### config.mk
export PLATFORM = sky130hd
export DESIGN_NAME = mean_seq_ctrl_flat
export DESIGN_NICKNAME = d
export VERILOG_FILES = /design/src/rtl/eeg_pkg.sv /design/src/rtl/mean_seq_ctrl_if.sv /design/src/rtl/mean_seq_wdog.sv /design/src/rtl/mean_seq_ctrl.sv /design/src/flat_wrapper.sv
export SDC_FILE = /design/constraint.sdc
export NUM_CORES = 1
export LEC_CHECK = 0
export ABC_AREA = 0
export CORE_AREA = 3 3 80 82
export CTS_BUF_LIST = sky130_fd_sc_hd__clkbuf_16
export DETAILED_ROUTE_END_ITERATION = 10
export DIE_AREA = 0 0 83 85
export GPL_ROUTABILITY_DRIVEN = 0
export PLACE_DENSITY_LB_ADDON = 0.2
export SLEW_MARGIN = 30
export SYNTH_ARGS = -nofsm -noshare
export SYNTH_HDL_FRONTEND = slang
export SYNTH_HIERARCHICAL = 1
export SYNTH_SLANG_ARGS = --single-unit
### constraint.sdc
create_clock -name clk -period 3.6 [get_ports clk]
set_clock_uncertainty 0.05 [all_clocks]
set_input_delay 0.54 -clock clk [delete_from_list [all_inputs] [get_ports clk]]
set_output_delay 0.54 -clock clk [all_outputs]
set_load 0.02 [all_outputs]
### src/rtl/eeg_pkg.sv
// Shared constants and FSM state encoding for the EEG mean-calculation path.
package eeg_pkg;

    localparam int EEG_DW      = 18;
    localparam int WIN_LEN_DEF = 256;

    typedef logic [2:0] mean_seq_state_t;

    localparam mean_seq_state_t ST_IDLE      = 3'd0;
    localparam mean_seq_state_t ST_CLR       = 3'd1;
    localparam mean_seq_state_t ST_ACCUM     = 3'd2;
    localparam mean_seq_state_t ST_DIV_ISSUE = 3'd3;
    localparam mean_seq_state_t ST_DIV_WAIT  = 3'd4;
    localparam mean_seq_state_t ST_HOLD      = 3'd5;

endpackage

### src/rtl/mean_seq_ctrl_if.sv
// Sample input, datapath control and mean output bundle of the mean sequencer.
interface mean_seq_ctrl_if import eeg_pkg::*; #(
    parameter int DW = EEG_DW
) ();

    logic          s_valid;
    logic          s_ready;
    logic [DW-1:0] s_eeg;
    logic          mean_start;
    logic [DW-1:0] mean_eeg;
    logic          mean_start_div;
    logic          mean_complete;
    logic [DW-1:0] mean_value;
    logic          mean_clr;
    logic          m_valid;
    logic          m_ready;
    logic [DW-1:0] m_mean;

    modport master (
        input  s_valid, s_eeg, mean_complete, mean_value, m_ready,
        output s_ready, mean_start, mean_eeg, mean_start_div, mean_clr, m_valid, m_mean
    );

    modport slave (
        output s_valid, s_eeg, mean_complete, mean_value, m_ready,
        input  s_ready, mean_start, mean_eeg, mean_start_div, mean_clr, m_valid, m_mean
    );

endinterface

### src/rtl/mean_seq_wdog.sv
// Divider wait counter: masks the stale completion flag and flags a stuck divider.
module mean_seq_wdog #(
    parameter int DIV_MASK_CYC = 2,
    parameter int TIMEOUT_CYC  = 16
) (
    input  logic clk,
    input  logic reset_n,
    input  logic clr,
    input  logic run,
    output logic cmp_ok,
    output logic timeout
);

    localparam int CW = $clog2(TIMEOUT_CYC + 1);

    logic [CW-1:0] wait_cnt_q, wait_cnt_d;

    always_comb begin
        wait_cnt_d = wait_cnt_q;
        if (clr)
            wait_cnt_d = '0;
        else if (run && wait_cnt_q != '1)
            wait_cnt_d = wait_cnt_q + CW'(1);
    end

    always_ff @(posedge clk or negedge reset_n) begin
        if (!reset_n)
            wait_cnt_q <= '0;
        else
            wait_cnt_q <= wait_cnt_d;
    end

    // Timeout fires on the cycle whose increment would make the count reach TIMEOUT_CYC.
    assign cmp_ok  = (wait_cnt_q >= CW'(DIV_MASK_CYC));
    assign timeout = (wait_cnt_q >= CW'(TIMEOUT_CYC - 1));

endmodule

### src/rtl/mean_seq_ctrl.sv
// Window sequencer: feeds samples to the mean datapath, runs the divider and publishes the mean.
module mean_seq_ctrl import eeg_pkg::*; #(
    parameter int WIN_LEN      = WIN_LEN_DEF,
    parameter int DIV_MASK_CYC = 2,
    parameter int TIMEOUT_CYC  = 16,
    parameter int DW           = EEG_DW
) (
    input  logic             clk,
    input  logic             reset_n,
    input  logic             en,
    input  logic             abort,
    mean_seq_ctrl_if.master  bus,
    output logic             busy,
    output logic             err_timeout
);

    localparam logic [8:0] LAST_IDX = 9'(WIN_LEN - 1);

    mean_seq_state_t state_q, state_d;
    logic [8:0]      sample_cnt_q, sample_cnt_d;
    logic            clr_go_q, clr_go_d;
    logic            m_valid_q, m_valid_d;
    logic [DW-1:0]   m_mean_q, m_mean_d;
    logic            err_q, err_d;
    logic            mean_clr_q, mean_clr_d;
    logic            en_q;

    logic s_ready, accept, cmp_ok, timeout, capture, tmo_fire;

    mean_seq_wdog #(
        .DIV_MASK_CYC (DIV_MASK_CYC),
        .TIMEOUT_CYC  (TIMEOUT_CYC)
    ) u_wdog (
        .clk     (clk),
        .reset_n (reset_n),
        .clr     ((state_q != ST_DIV_WAIT) | abort),
        .run     (state_q == ST_DIV_WAIT),
        .cmp_ok  (cmp_ok),
        .timeout (timeout)
    );

    assign s_ready  = (state_q == ST_ACCUM);
    assign accept   = bus.s_valid & s_ready;
    assign capture  = (state_q == ST_DIV_WAIT) & cmp_ok & bus.mean_complete & ~abort;
    assign tmo_fire = (state_q == ST_DIV_WAIT) & timeout & ~capture & ~abort;

    // clr_go remembers whether the clear pass should start a new window or drop back to idle.
    always_comb begin
        state_d      = state_q;
        sample_cnt_d = sample_cnt_q;
        clr_go_d     = clr_go_q;
        m_valid_d    = m_valid_q;
        m_mean_d     = m_mean_q;
        err_d        = err_q;

        if (state_q == ST_IDLE && en && !en_q)
            err_d = 1'b0;

        case (state_q)
            ST_IDLE: begin
                if (en) begin
                    state_d  = ST_CLR;
                    clr_go_d = 1'b1;
                end
            end
            ST_CLR: begin
                sample_cnt_d = '0;
                state_d      = clr_go_q ? ST_ACCUM : ST_IDLE;
            end
            ST_ACCUM: begin
                if (accept) begin
                    if (sample_cnt_q != 9'h1FF)
                        sample_cnt_d = sample_cnt_q + 9'd1;
                    if (sample_cnt_q == LAST_IDX)
                        state_d = ST_DIV_ISSUE;
                end
            end
            ST_DIV_ISSUE: state_d = ST_DIV_WAIT;
            ST_DIV_WAIT: begin
                if (capture) begin
                    m_mean_d  = bus.mean_value;
                    m_valid_d = 1'b1;
                    state_d   = ST_HOLD;
                end else if (tmo_fire) begin
                    err_d   = 1'b1;
                    state_d = ST_IDLE;
                end
            end
            ST_HOLD: begin
                if (bus.m_ready) begin
                    m_valid_d = 1'b0;
                    clr_go_d  = en;
                    state_d   = ST_CLR;
                end
            end
            default: state_d = ST_IDLE;
        endcase

        if (abort) begin
            state_d      = ST_IDLE;
            sample_cnt_d = '0;
            m_valid_d    = 1'b0;
            clr_go_d     = 1'b0;
        end
    end

    assign mean_clr_d = abort | tmo_fire | (state_d == ST_CLR);

    always_ff @(posedge clk or negedge reset_n) begin
        if (!reset_n) begin
            state_q      <= ST_IDLE;
            sample_cnt_q <= '0;
            clr_go_q     <= 1'b0;
            m_valid_q    <= 1'b0;
            m_mean_q     <= '0;
            err_q        <= 1'b0;
            mean_clr_q   <= 1'b0;
            en_q         <= 1'b0;
        end else begin
            state_q      <= state_d;
            sample_cnt_q <= sample_cnt_d;
            clr_go_q     <= clr_go_d;
            m_valid_q    <= m_valid_d;
            m_mean_q     <= m_mean_d;
            err_q        <= err_d;
            mean_clr_q   <= mean_clr_d;
            en_q         <= en;
        end
    end

    assign bus.s_ready        = s_ready;
    assign bus.mean_start     = accept;
    assign bus.mean_eeg       = bus.s_eeg;
    assign bus.mean_start_div = (state_q == ST_DIV_ISSUE) & ~abort;
    assign bus.mean_clr       = mean_clr_q;
    assign bus.m_valid        = m_valid_q;
    assign bus.m_mean         = m_mean_q;
    assign busy               = (state_q != ST_IDLE);
    assign err_timeout        = err_q;

endmodule

### src/flat_wrapper.sv
// flat-port wrapper written by rule: the top's interface ports become plain ports
module mean_seq_ctrl_flat import eeg_pkg::*;
#(
    parameter int WIN_LEN      = WIN_LEN_DEF,
    parameter int DIV_MASK_CYC = 2,
    parameter int TIMEOUT_CYC  = 16,
    parameter int DW           = EEG_DW
)
  (clk, reset_n, en, abort, busy, err_timeout, bus_s_valid, bus_s_eeg, bus_mean_complete, bus_mean_value, bus_m_ready, bus_s_ready, bus_mean_start, bus_mean_eeg, bus_mean_start_div, bus_mean_clr, bus_m_valid, bus_m_mean);
  mean_seq_ctrl_if #(.DW(DW)) bus_i ();
  input  logic clk;
  input  logic reset_n;
  input  logic en;
  input  logic abort;
  output logic busy;
  output logic err_timeout;
  input wire logic [$bits(bus_i.s_valid)-1:0] bus_s_valid;
  input wire logic [$bits(bus_i.s_eeg)-1:0] bus_s_eeg;
  input wire logic [$bits(bus_i.mean_complete)-1:0] bus_mean_complete;
  input wire logic [$bits(bus_i.mean_value)-1:0] bus_mean_value;
  input wire logic [$bits(bus_i.m_ready)-1:0] bus_m_ready;
  output wire logic [$bits(bus_i.s_ready)-1:0] bus_s_ready;
  output wire logic [$bits(bus_i.mean_start)-1:0] bus_mean_start;
  output wire logic [$bits(bus_i.mean_eeg)-1:0] bus_mean_eeg;
  output wire logic [$bits(bus_i.mean_start_div)-1:0] bus_mean_start_div;
  output wire logic [$bits(bus_i.mean_clr)-1:0] bus_mean_clr;
  output wire logic [$bits(bus_i.m_valid)-1:0] bus_m_valid;
  output wire logic [$bits(bus_i.m_mean)-1:0] bus_m_mean;
  assign bus_i.s_valid = bus_s_valid;
  assign bus_i.s_eeg = bus_s_eeg;
  assign bus_i.mean_complete = bus_mean_complete;
  assign bus_i.mean_value = bus_mean_value;
  assign bus_i.m_ready = bus_m_ready;
  assign bus_s_ready = bus_i.s_ready;
  assign bus_mean_start = bus_i.mean_start;
  assign bus_mean_eeg = bus_i.mean_eeg;
  assign bus_mean_start_div = bus_i.mean_start_div;
  assign bus_mean_clr = bus_i.mean_clr;
  assign bus_m_valid = bus_i.m_valid;
  assign bus_m_mean = bus_i.m_mean;
  mean_seq_ctrl #(.WIN_LEN(WIN_LEN), .DIV_MASK_CYC(DIV_MASK_CYC), .TIMEOUT_CYC(TIMEOUT_CYC), .DW(DW)) u_core (.clk(clk), .reset_n(reset_n), .en(en), .abort(abort), .bus(bus_i), .busy(busy), .err_timeout(err_timeout));
endmodule
==> flow_summary_export.csv <==
group,metric,value,unit
clocking,cts_made_buffers,5,
routing,drt_iter0_drc,33,
routing,wl_per_cell,14.4,µm
clocking,cts_sinks,40,
finish,area_growth,23.1,%
die,num_rows,28,
routing,drt_wl_total,4410,µm
hold_path,hold_class,"in2async",
clocking,clk_latency,0.28,ns
setup_path,crit_family,"buffers and inverters",
finish,num_antenna_cells,0,
yosys,synth_top_area_share,44.4,%
yosys,syn_area,2250,µm²
setup_path,crit_path_end_kind,"output port",
yosys,synth_nets,249,
finish,layout_common_cells,"clkdlybuf4s50_1 (48), dfrtp_1 (40), mux2_4 (18)",
timing,fin_crit_sh,77.1,%
finish,final_common_cell,"clkdlybuf4s50_1",
setup_path,arrival,2.19,ns
timing,fmax,360,MHz
global_route,grt_overflow,0,
power,peakVddDrop,159,µV
die,die_w,83,µm
placed_design,dpl.hpwl,3030,µm
setup_path,required,3.01,ns
die,die_h,85,µm
timing,slew_viol_final,0,
timing,period_needed,2.78,ns
placed_design,port_buffers,49,
yosys,synth_ff_type,"dfrtp_1",
clocking,post-cts-setup-buffers,0,
global_route,first_global_vias,1604,
timing,setup_viol,0,
setup_path,cp_max_fo,9,
timing,rsz0062_at_grt,"no",
die,pin_count,86,
timing,max_slew.worst_pin.slew,0.531,ns
finish,num-nets-final,281,
setup_path,crit_top_cell,"clkdlybuf4s50_1",
finish,final_area,2770,µm²
setup_path,cp_slowest_cell,"clkdlybuf4s50_1",
die,start_util,38.7,%
yosys,synth.distinct_cells,51,
yosys,ys_ff_latch,40,
setup_path,cp_num_buf_inv,2,
finish,fin_util,47.7,%
routing,dr.pass1.iters,4,
power,p_per_area,347,nW/µm²
power,leakage,1.26,nW
clocking,cts_resized,0,
yosys,post-synth-top-area-cell,"dfrtp_1",
job,maxCapViolCount,0,
global_route,track_usage,13.7,%
routing,viasPerCell,5.04,
clocking,cts_tree,"done",
yosys,yosys_warnings,6,
clocking,cts_root_buffer,"clkbuf_16",
clocking,htreeDepth,2,
global_route,antenna_found_initial,0,
die,core_area,5820,µm²
die,fp.dieArea,7060,µm²
setup_path,worstSetupPathType,"in2out",
setup_path,crit_chain,"clkdlybuf4s50_1, nor2_1, and3_1, clkdlybuf4s50_1",
global_route,grt_pass1_wl,7910,µm
yosys,synthTopCellsByArea,"dfrtp_1 (44%), mux2_4 (12%), buf_4 (6.0%)",
yosys,synth_edf_count,0,
placed_design,place_area,2630,µm²
timing,setup-tns-final,0,ns
yosys,async_flop_share,100,%
timing,hold_viol_final,0,
routing,final_antenna_net_count,0,
clocking,clk_pin_slew,0.06,ns
setup_path,crit_path_start_kind,"input pin",
yosys,syn_inst,199,
timing,max-slew-margin-rel,64.6,%
finish,drive_above_1_share,15.9,%
status,status,"finished clean",
global_route,grt_start_max_net_pins,41,
routing,drc,0,
yosys,syn_avg_cell_area,11.3,µm²
setup_path,critPathMaxStageDelay,0.61,ns
clocking,cts_max_path_buffers,2,
clocking,cts_hold_buf,0,
routing,via_count,1546,
yosys,seq_area_frac_synth,44.4,%
==> worst register-to-register path: cells and delay by family (launching register included) <==
| family | cells | cell delay [ns] |
|---|---|---|
| compound gates | 2 | 0.46 |
| simple gates | 5 | 1.04 |
| flops | 1 | 0.43 |
| fa+ha+maj | 2 | 0.41 |
==> worst paths after layout <==
check                                             from                     end  slack (ns)  depth (start not counted)
worst min-delay path                           reset_n    u_core/bus.m_mean[6]        0.19                          1
max in group asynchronous                      reset_n             u_core/en_q        2.94                          1
worst max register to register  u_core/sample_cnt_q[0]  u_core/sample_cnt_q[7]        1.10                          9
worst max-delay path                             abort      bus_mean_start_div        0.82                          4
min in group clk                u_core/sample_cnt_q[6]  u_core/sample_cnt_q[6]        0.45                          1
worst min register to register  u_core/sample_cnt_q[6]  u_core/sample_cnt_q[6]        0.45                          1
==> power by group <==
part	internal [W]	total [W]	switching (W)
clock	0.000252	0.000425	0.000173
combinational	0.0000399	0.0000756	0.0000357
sequential	0.000454	0.000461	0.00000756
total	0.000745	0.000962	0.000216
==> metrics by stage <==
step / cells / setup slack (ns) / hold slack [ns] / power, W
after floorplan: 199 / 1.27 / 0.194 / 0.000527
final: 307 / 0.825 / 0.192 / 0.000962
after detailed placement: 299 / 0.834 / 0.439 / 0.000546
after global placement: 299 / 0.811 / 0.431 / 0.000545
after CTS: 307 / 0.808 / 0.390 / 0.000977
after global routing: 307 / 0.720 / 0.245 / 0.00101
==> cell families after synthesis <==
family / Yosys count / share of synthesized area (%)
xor gates and xnor gates: 2 / 0.778
muxes: 22 / 13.9
AOI/OAI and AO/OA: 32 / 9.45
adders and majority gates: 7 / 3.89
and+or+nand+nor: 67 / 17.8
DFF: 40 / 44.4
buffers and inverters: 29 / 9.72
==> final cells by class <==
class | instances | area (µm²)
clock buffer | 5 | 125
clock inverter | 3 | 13.8
fill | 555 | 3040
inverter | 5 | 18.8
multi-input combinational | 130 | 1030
sequential | 40 | 1000
tap | 75 | 93.8
timing repair buffer | 49 | 488
==> per-layer routing <==
layer,routed length [µm],GRT usage (%),up-vias
met2,1860,20.6,42
li1,-,-,752
met4,93,6.09,0
met1,2210,18.4,737
met3,251,3.88,15
met5,0,0,-
==> state kept, by name, summed over array words and instances (netlist names), 3 cells and up <==
signal / flops
u_core/u_wdog/wait_cnt_q: 5
u_core/state_q: 3
u_core/bus.m_mean: 18
u_core/sample_cnt_q: 9
==> cell usage after synthesis (2+ instances only) <==
master and count:
o21ai_1 4, mux2_4 18, a211oi_1 4, nor2b_1 2
nand4_1 5, nor2_1 14, buf_2 2, inv_1 4
and2_1 2, a31oi_1 5, buf_4 18, dfrtp_1 40
a21oi_1 6, nor3_1 4, and3_1 6, o21ai_0 3
buf_12 2, ha_1 7, nand2_1 13, mux2i_1 2
nand2b_1 5, nand3_1 4
No activity file was read; power rests on OpenSTA's default activity.
